===== config.mk =====
export PLATFORM = sky130hd
export DESIGN_NAME = e_mdu_iter_flat
export DESIGN_NICKNAME = d
export VERILOG_FILES = /design/src/rtl/e_mdu_iter_if.sv /design/src/rtl/e_mdu_iter.sv /design/src/flat_wrapper.sv
export SDC_FILE = /design/constraint.sdc
export NUM_CORES = 2
export LEC_CHECK = 0
export BUFFER_PORTS_ARGS = -buffer_cell sky130_fd_sc_hd__clkbuf_2
export CELL_PAD_IN_SITES_DETAIL_PLACEMENT = 2
export CELL_PAD_IN_SITES_GLOBAL_PLACEMENT = 2
export CORE_MARGIN = 5
export CORE_UTILIZATION = 41
export DETAILED_ROUTE_END_ITERATION = 10
export GPL_ROUTABILITY_DRIVEN = 0
export PLACE_DENSITY_LB_ADDON = 0.08
export SETUP_SLACK_MARGIN = 0.2
export SYNTH_ARGS = -nofsm -noshare
export SYNTH_HDL_FRONTEND = slang
export SYNTH_SLANG_ARGS = --single-unit

===== constraint.sdc =====
create_clock -name clk -period 13.9 [get_ports clk]
set_input_delay 4.17 -clock clk [delete_from_list [all_inputs] [get_ports clk]]
set_output_delay 4.17 -clock clk [all_outputs]
set_load 0.1 [all_outputs]

===== src/rtl/e_mdu_iter_if.sv =====
// Bus between the E stage and the multiply/divide unit: operation request in,
// Busy/Done status and the architectural HI/LO registers out.
interface e_mdu_iter_if #(
  parameter int WIDTH = 32
);
  logic             Req;
  logic [3:0]       MDUOp;
  logic [WIDTH-1:0] D1;
  logic [WIDTH-1:0] D2;
  logic             Start;
  logic             Busy;
  logic             Done;
  logic [WIDTH-1:0] HI;
  logic [WIDTH-1:0] LO;

  modport master (output Req, MDUOp, D1, D2, Start, input Busy, Done, HI, LO);
  modport slave  (input Req, MDUOp, D1, D2, Start, output Busy, Done, HI, LO);
endinterface


===== src/rtl/e_mdu_iter.sv =====
// Iterative multiply/divide unit owning HI/LO: fixed-latency multiply family and
// an MSB-first restoring divider retiring DIV_BPC quotient bits per cycle.
module e_mdu_iter #(
  parameter int WIDTH   = 32,
  parameter int MUL_LAT = 5,
  parameter int DIV_BPC = 4
) (
  input logic         clk,
  input logic         reset,
  e_mdu_iter_if.slave bus
);

  localparam int ITERS   = WIDTH / DIV_BPC;
  localparam int CNT_MAX = (ITERS > MUL_LAT) ? ITERS : MUL_LAT;
  localparam int CW      = $clog2(CNT_MAX + 1);

  typedef enum logic [1:0] {S_IDLE, S_MUL, S_DIV, S_FIX} state_e;

  typedef enum logic [3:0] {
    OP_NONE  = 4'd0,
    OP_MULT  = 4'd1,
    OP_MULTU = 4'd2,
    OP_DIV   = 4'd3,
    OP_DIVU  = 4'd4,
    OP_MTHI  = 4'd5,
    OP_MTLO  = 4'd6,
    OP_MADD  = 4'd7,
    OP_MADDU = 4'd8,
    OP_MSUB  = 4'd9,
    OP_MSUBU = 4'd10
  } op_e;

  state_e             state_q, state_d;
  logic [CW-1:0]      cnt_q, cnt_d;
  logic [WIDTH-1:0]   hi_q, hi_d;
  logic [WIDTH-1:0]   lo_q, lo_d;
  logic               done_q, done_d;
  logic [2*WIDTH-1:0] res_q, res_d;
  logic [WIDTH-1:0]   rem_q, rem_d;
  logic [WIDTH-1:0]   quo_q, quo_d;
  logic [WIDTH-1:0]   dvs_q, dvs_d;
  logic [WIDTH-1:0]   dnd_q, dnd_d;
  logic               qneg_q, qneg_d;
  logic               rneg_q, rneg_d;
  logic               dz_q, dz_d;

  op_e                op;
  logic               mul_signed;
  logic [2*WIDTH-1:0] prod;
  logic               d1_neg, d2_neg;
  logic [WIDTH-1:0]   rem_step, quo_step;
  logic [WIDTH:0]     trial;

  assign op = op_e'(bus.MDUOp);

  // One shared multiplier: signedness only changes the operand extension.
  assign mul_signed = (op == OP_MULT) || (op == OP_MADD) || (op == OP_MSUB);
  assign prod = {{WIDTH{mul_signed & bus.D1[WIDTH-1]}}, bus.D1}
              * {{WIDTH{mul_signed & bus.D2[WIDTH-1]}}, bus.D2};

  assign d1_neg = (op == OP_DIV) && bus.D1[WIDTH-1];
  assign d2_neg = (op == OP_DIV) && bus.D2[WIDTH-1];

  // Dividend bits shift out of the top of quo while quotient bits enter at the bottom.
  always_comb begin
    rem_step = rem_q;
    quo_step = quo_q;
    trial    = '0;
    for (int b = 0; b < DIV_BPC; b++) begin
      trial    = {rem_step, quo_step[WIDTH-1]};
      quo_step = {quo_step[WIDTH-2:0], 1'b0};
      if (trial >= {1'b0, dvs_q}) begin
        trial       = trial - {1'b0, dvs_q};
        quo_step[0] = 1'b1;
      end
      rem_step = trial[WIDTH-1:0];
    end
  end

  // NOTE: every variable gets its hold value first so no path through the case infers a latch.
  always_comb begin
    state_d = state_q;
    cnt_d   = cnt_q;
    hi_d    = hi_q;
    lo_d    = lo_q;
    done_d  = 1'b0;
    res_d   = res_q;
    rem_d   = rem_q;
    quo_d   = quo_q;
    dvs_d   = dvs_q;
    dnd_d   = dnd_q;
    qneg_d  = qneg_q;
    rneg_d  = rneg_q;
    dz_d    = dz_q;

    case (state_q)
      S_IDLE: begin
        if (bus.Start && !bus.Req) begin
          case (op)
            OP_MTHI: hi_d = bus.D1;
            OP_MTLO: lo_d = bus.D1;
            OP_MULT, OP_MULTU, OP_MADD, OP_MADDU, OP_MSUB, OP_MSUBU: begin
              if (op == OP_MADD || op == OP_MADDU)      res_d = {hi_q, lo_q} + prod;
              else if (op == OP_MSUB || op == OP_MSUBU) res_d = {hi_q, lo_q} - prod;
              else                                      res_d = prod;
              cnt_d   = CW'(MUL_LAT - 1);
              state_d = S_MUL;
            end
            OP_DIV, OP_DIVU: begin
              quo_d   = d1_neg ? -bus.D1 : bus.D1;
              dvs_d   = d2_neg ? -bus.D2 : bus.D2;
              rem_d   = '0;
              qneg_d  = d1_neg ^ d2_neg;
              rneg_d  = d1_neg;
              dz_d    = (bus.D2 == '0);
              dnd_d   = bus.D1;
              cnt_d   = CW'(ITERS);
              state_d = S_DIV;
            end
            default: ;
          endcase
        end
      end

      S_MUL: begin
        if (bus.Req) begin
          state_d = S_IDLE;
        end else if (cnt_q == '0) begin
          {hi_d, lo_d} = res_q;
          done_d       = 1'b1;
          state_d      = S_IDLE;
        end else begin
          cnt_d = cnt_q - CW'(1);
        end
      end

      S_DIV: begin
        if (bus.Req) begin
          state_d = S_IDLE;
        end else begin
          rem_d = rem_step;
          quo_d = quo_step;
          cnt_d = cnt_q - CW'(1);
          if (cnt_q == CW'(1)) state_d = S_FIX;
        end
      end

      S_FIX: begin
        if (bus.Req) begin
          state_d = S_IDLE;
        end else begin
          if (dz_q) begin
            lo_d = '1;
            hi_d = dnd_q;
          end else begin
            lo_d = qneg_q ? -quo_q : quo_q;
            hi_d = rneg_q ? -rem_q : rem_q;
          end
          done_d  = 1'b1;
          state_d = S_IDLE;
        end
      end

      default: state_d = S_IDLE;
    endcase
  end

  // NOTE: state updates use non-blocking assignments so all flops sample pre-edge values.
  always_ff @(posedge clk or negedge reset) begin
    if (!reset) begin
      state_q <= S_IDLE;
      cnt_q   <= '0;
      hi_q    <= '0;
      lo_q    <= '0;
      done_q  <= 1'b0;
      res_q   <= '0;
      rem_q   <= '0;
      quo_q   <= '0;
      dvs_q   <= '0;
      dnd_q   <= '0;
      qneg_q  <= 1'b0;
      rneg_q  <= 1'b0;
      dz_q    <= 1'b0;
    end else begin
      state_q <= state_d;
      cnt_q   <= cnt_d;
      hi_q    <= hi_d;
      lo_q    <= lo_d;
      done_q  <= done_d;
      res_q   <= res_d;
      rem_q   <= rem_d;
      quo_q   <= quo_d;
      dvs_q   <= dvs_d;
      dnd_q   <= dnd_d;
      qneg_q  <= qneg_d;
      rneg_q  <= rneg_d;
      dz_q    <= dz_d;
    end
  end

  assign bus.Busy = (state_q != S_IDLE);
  assign bus.Done = done_q;
  assign bus.HI   = hi_q;
  assign bus.LO   = lo_q;

endmodule


===== src/flat_wrapper.sv =====
// flat-port wrapper written by rule: the top's interface ports become plain ports
module e_mdu_iter_flat 
#(
  parameter int WIDTH   = 32,
  parameter int MUL_LAT = 5,
  parameter int DIV_BPC = 4
)
  (clk, reset, bus_Req, bus_MDUOp, bus_D1, bus_D2, bus_Start, bus_Busy, bus_Done, bus_HI, bus_LO);
  e_mdu_iter_if #(.WIDTH(WIDTH)) bus_i ();
  input logic clk;
  input logic reset;
  input wire logic [$bits(bus_i.Req)-1:0] bus_Req;
  input wire logic [$bits(bus_i.MDUOp)-1:0] bus_MDUOp;
  input wire logic [$bits(bus_i.D1)-1:0] bus_D1;
  input wire logic [$bits(bus_i.D2)-1:0] bus_D2;
  input wire logic [$bits(bus_i.Start)-1:0] bus_Start;
  output wire logic [$bits(bus_i.Busy)-1:0] bus_Busy;
  output wire logic [$bits(bus_i.Done)-1:0] bus_Done;
  output wire logic [$bits(bus_i.HI)-1:0] bus_HI;
  output wire logic [$bits(bus_i.LO)-1:0] bus_LO;
  assign bus_i.Req = bus_Req;
  assign bus_i.MDUOp = bus_MDUOp;
  assign bus_i.D1 = bus_D1;
  assign bus_i.D2 = bus_D2;
  assign bus_i.Start = bus_Start;
  assign bus_Busy = bus_i.Busy;
  assign bus_Done = bus_i.Done;
  assign bus_HI = bus_i.HI;
  assign bus_LO = bus_i.LO;
  e_mdu_iter #(.WIDTH(WIDTH), .MUL_LAT(MUL_LAT), .DIV_BPC(DIV_BPC)) u_core (.clk(clk), .reset(reset), .bus(bus_i));
endmodule

==> parameters.txt <==
Parameter                              Value

STA
  Time the final worst path needs with I/O delays and setup    around 16 ns
  Slew at the pin with the worst max-slew slack    1.479 ns
  Worst slew margin relative to its limit    less than 1%
  Setup violation total in the final timing report    74
  Layout Skew    approximately 0.046 ns
  Part of the cycle the worst path needs    113.3%
  Setup repair after global routing missed its margin    true
  Setup slack of the critical path after layout    -1.845 ns
  Count of pins over their slew limit    0
  Achievable Freq    63.51 MHz
  Final hold violation count    0

Global routing
  Number of global-route vias before repair    88143
  Initial antenna violation count    50
  Remaining global-route overflow    0
  Maximum number of pins on one net before global-route repair    roughly 140
  Global-route wire length before repair    around 640000 um
  GR Util All Layers    around half

Final layout
  Post-layout instance count excluding filler cells    11491
  Area taken by flip-flops and latches    6658 sq um
  Most common cell after layout, fill and taps aside    inv_1
  Highest-count cells in the layout ignoring fill and taps    inv_1, nand2_1, buf_4
  Filler cell count in the final layout    17599
  Synth-to-layout area growth    27.79%
  Finished layout cell area    86480 sq um
  Share of post-route cells with drive strength above 1    approximately a quarter
  Net total in the final layout    10924
  Total area of multi-input combinational cells    between 50000 and 60000 sq um

Yosys
  Cell Area, Synth    about 68000 sq um
  Leading register cell type out of synthesis    dfrtp_1
  Cells after Synth    8192
  Post-synth cell types    96
  Async set or reset register ratio after synthesis    between 90% and 100%
  Average footprint of a synthesized cell    about 8.3 sq um
  Yosys Warn Count    0
  Mapped Nets    9874
  Sequential area share after synthesis    around 9.8%
  Number of enable flip-flop cells after synthesis    0
  Synthesis-stage register bit count    266

Floorplan
  Die extent in y    416.3 um
  Total die area    173300 sq um
  Area of the core    between 150000 and 200000 sq um
  I/O pins    around 140
  Num rows    149
  Chip Width    about 420 um
  Starting density of the core    41.11%

Critical path
  CP Class    primary input to flip-flop
  Worst flop-to-flop path startpoint    u_core.dvs_q[27]
  Top delay family on crit path    adder cells
  Dominant cell type by count on the critical path    fa_1
  Depth of the worst register-to-register path    55
  Worst-path maximum fanout    9
  Worst Setup Start Kind    primary input
  Depth of the critical timing path with buffers and inverters included    36
  Endpoint of the worst register-to-register path    u_core.rem_q[15]
  Reg2Reg Setup Slack    -1.02 ns
  Kind of end point of the critical path    flip-flop
  Worst stage delay on the critical path    between 1 and 1.5 ns
  Arrival time at the worst endpoint    roughly 16 ns
  Cell at the slowest stage of the critical path    a2111oi_0
  Required time of the worst setup path    roughly 14 ns
  Buffers plus inverters on the worst setup path    12

CTS
  Clock latency on the worst-skew pair    between 0.6 and 0.7 ns
  Total CTS buffers    34
  CTS clock-pin slew for the worst setup and hold paths    roughly 0.070 ns
  CTS Hold Buffers Added    0
  Maximum count of clock buffers along a single path    3
  TritonCTS Sinks    266
  Number of H-tree levels    2
  Clock Tree Root    clkbuf_16
  CTS tree    yes

Detailed routing
  Per-cell routed wire length    between 40 and 50 um
  Vias per cell    approximately 7.4
  Detailed Routing Iterations Pass 1    7
  Sum of routed wire length over all layers    534500 um
  1st-iter DRT viols    11703
  Via total after detailed routing    between 80000 and 90000
  Antenna-violating nets left    0
  DR DRC count    0

Worst hold path
  HP Class    flip-flop to flip-flop
  End point of the most critical hold path    u_core.dnd_q[19]
  Hold path cells    2
  Start point of the worst hold path    u_core.dnd_q[19]

Placement
  Port buffer count    137
  Half-perimeter wire length of the detailed placement result    approximately 290000 um
  Instance area after placement    a little under 80000 sq um
  Cells after DPL    ~11000

Status
  Run status    finished with violations
  Failing checks    capacitance limit, setup timing

Flow run
  Max-cap check violation count    1
[synth_stat cells (113+ instances only)]
master    count  share of area (%)
a21o_1      124                1.4
a21oi_1     456                3.4
and2_1      298                2.8
clkbuf_1    404                2.2
dfrtp_1     266                9.8
fa_1       1131                 33
ha_1        479                8.9
inv_1      1302                7.2
nand2_1    1247                6.9
nor2_1      383                2.1
o21ai_0     360                2.7
xnor2_1     196                2.5
xor2_1      113                1.5
[repair_timing]
item | CTS | global route
resized for setup | 486 | 507
gates cloned | 1 | 9
buffers inserted | 76 | 78
setup endpoints to repair | 46 | 76
pin swaps | 184 | 270
[cell families (layout without fill, tap and decap cells)]
group | after synthesis | in the layout | share of synthesized area [%]
AOI/OAI and AO/OA | 1692 | 1692 | 16.34
DFF | 266 | 266 | 9.836
muxes | 64 | 64 | 0.9781
buffers and inverters | 1796 | 2869 | 10.01
and+or+nand+nor | 2454 | 2454 | 16.48
other | 0 | 37 | 0
adders and majority gates | 1610 | 1610 | 42.31
xor gates and xnor gates | 310 | 310 | 4.033
[registers in the layout, summed over array words and instances, names as in the netlist]
name,cells
u_core.state_q,2
u_core.quo_q,32
u_core.bus.LO,32
u_core.bus.HI,32
u_core.bus.Done,1
u_core.rneg_q,1
u_core.dnd_q,32
u_core.dz_q,1
u_core.rem_q,32
u_core.cnt_q,4
u_core.qneg_q,1
u_core.dvs_q,32
u_core.res_q,64
[how the worst max path moves through the flow]
stage                     slack (ns)          endpoint    startpoint
after floorplan                 0.20  u_core.res_q[61]    bus_D1[27]
after global placement         -1.39  u_core.res_q[61]  bus_MDUOp[3]
after detailed placement       -1.82  u_core.res_q[61]  bus_MDUOp[3]
after CTS                      -0.07  u_core.res_q[61]  bus_MDUOp[3]
after global routing           -1.49  u_core.res_q[62]    bus_D1[24]
final                          -1.85  u_core.res_q[62]  bus_MDUOp[2]
[metrics by stage]
step | setup slack (ns) | setup TNS [ns] | hold slack [ns] | utilization, %
3_5_place_dp | -1.824 | -36.98 | 0.4712 | 48.24
3_3_place_gp | -1.386 | -20.49 | 0.4583 | 48.24
6_report | -1.845 | -48.09 | 0.4972 | 52.53
4_1_cts | -0.06749 | -0.1471 | 0.4874 | 50.70
5_1_grt | -1.492 | -37.39 | 0.5065 | 52.49
2_1_floorplan | 0.2018 | 0 | 0.4461 | -
[cell type report]
class | count | area share [%]
Clock buffer | 48 | 1.199
Tap cell | 2189 | 3.167
Sequential cell | 266 | 7.699
Antenna cell | 37 | 0.1071
Timing Repair Buffer | 1507 | 14.62
Multi-Input combinational cell | 6130 | 67.29
Clock inverter | 11 | 0.2228
Inverter | 1303 | 5.693
[worst reg2reg max path: cells and delay by family (launching register included)]
kind	cells	cell delay [ns]
mux	1	0.37
simple gates	17	4.30
flops	1	0.42
buf+inv	15	3.20
fa+ha+maj	4	1.65
compound gates	18	4.76
[routing by layer]
metal  share of wire, %  wire (um)  vias up  global-route usage, %
met4                 14      75670       20                  45.11
met3                 13      71740     5082                  14.70
met2                 42     223000     9585                  79.83
met5              0.032        170        -                      0
li1                   -          -    28627                      -
met1                 31     164000    41260                  54.91
Power is not shown: default switching activity piles up to over one toggle a cycle in this logic, so the estimate is an artifact.
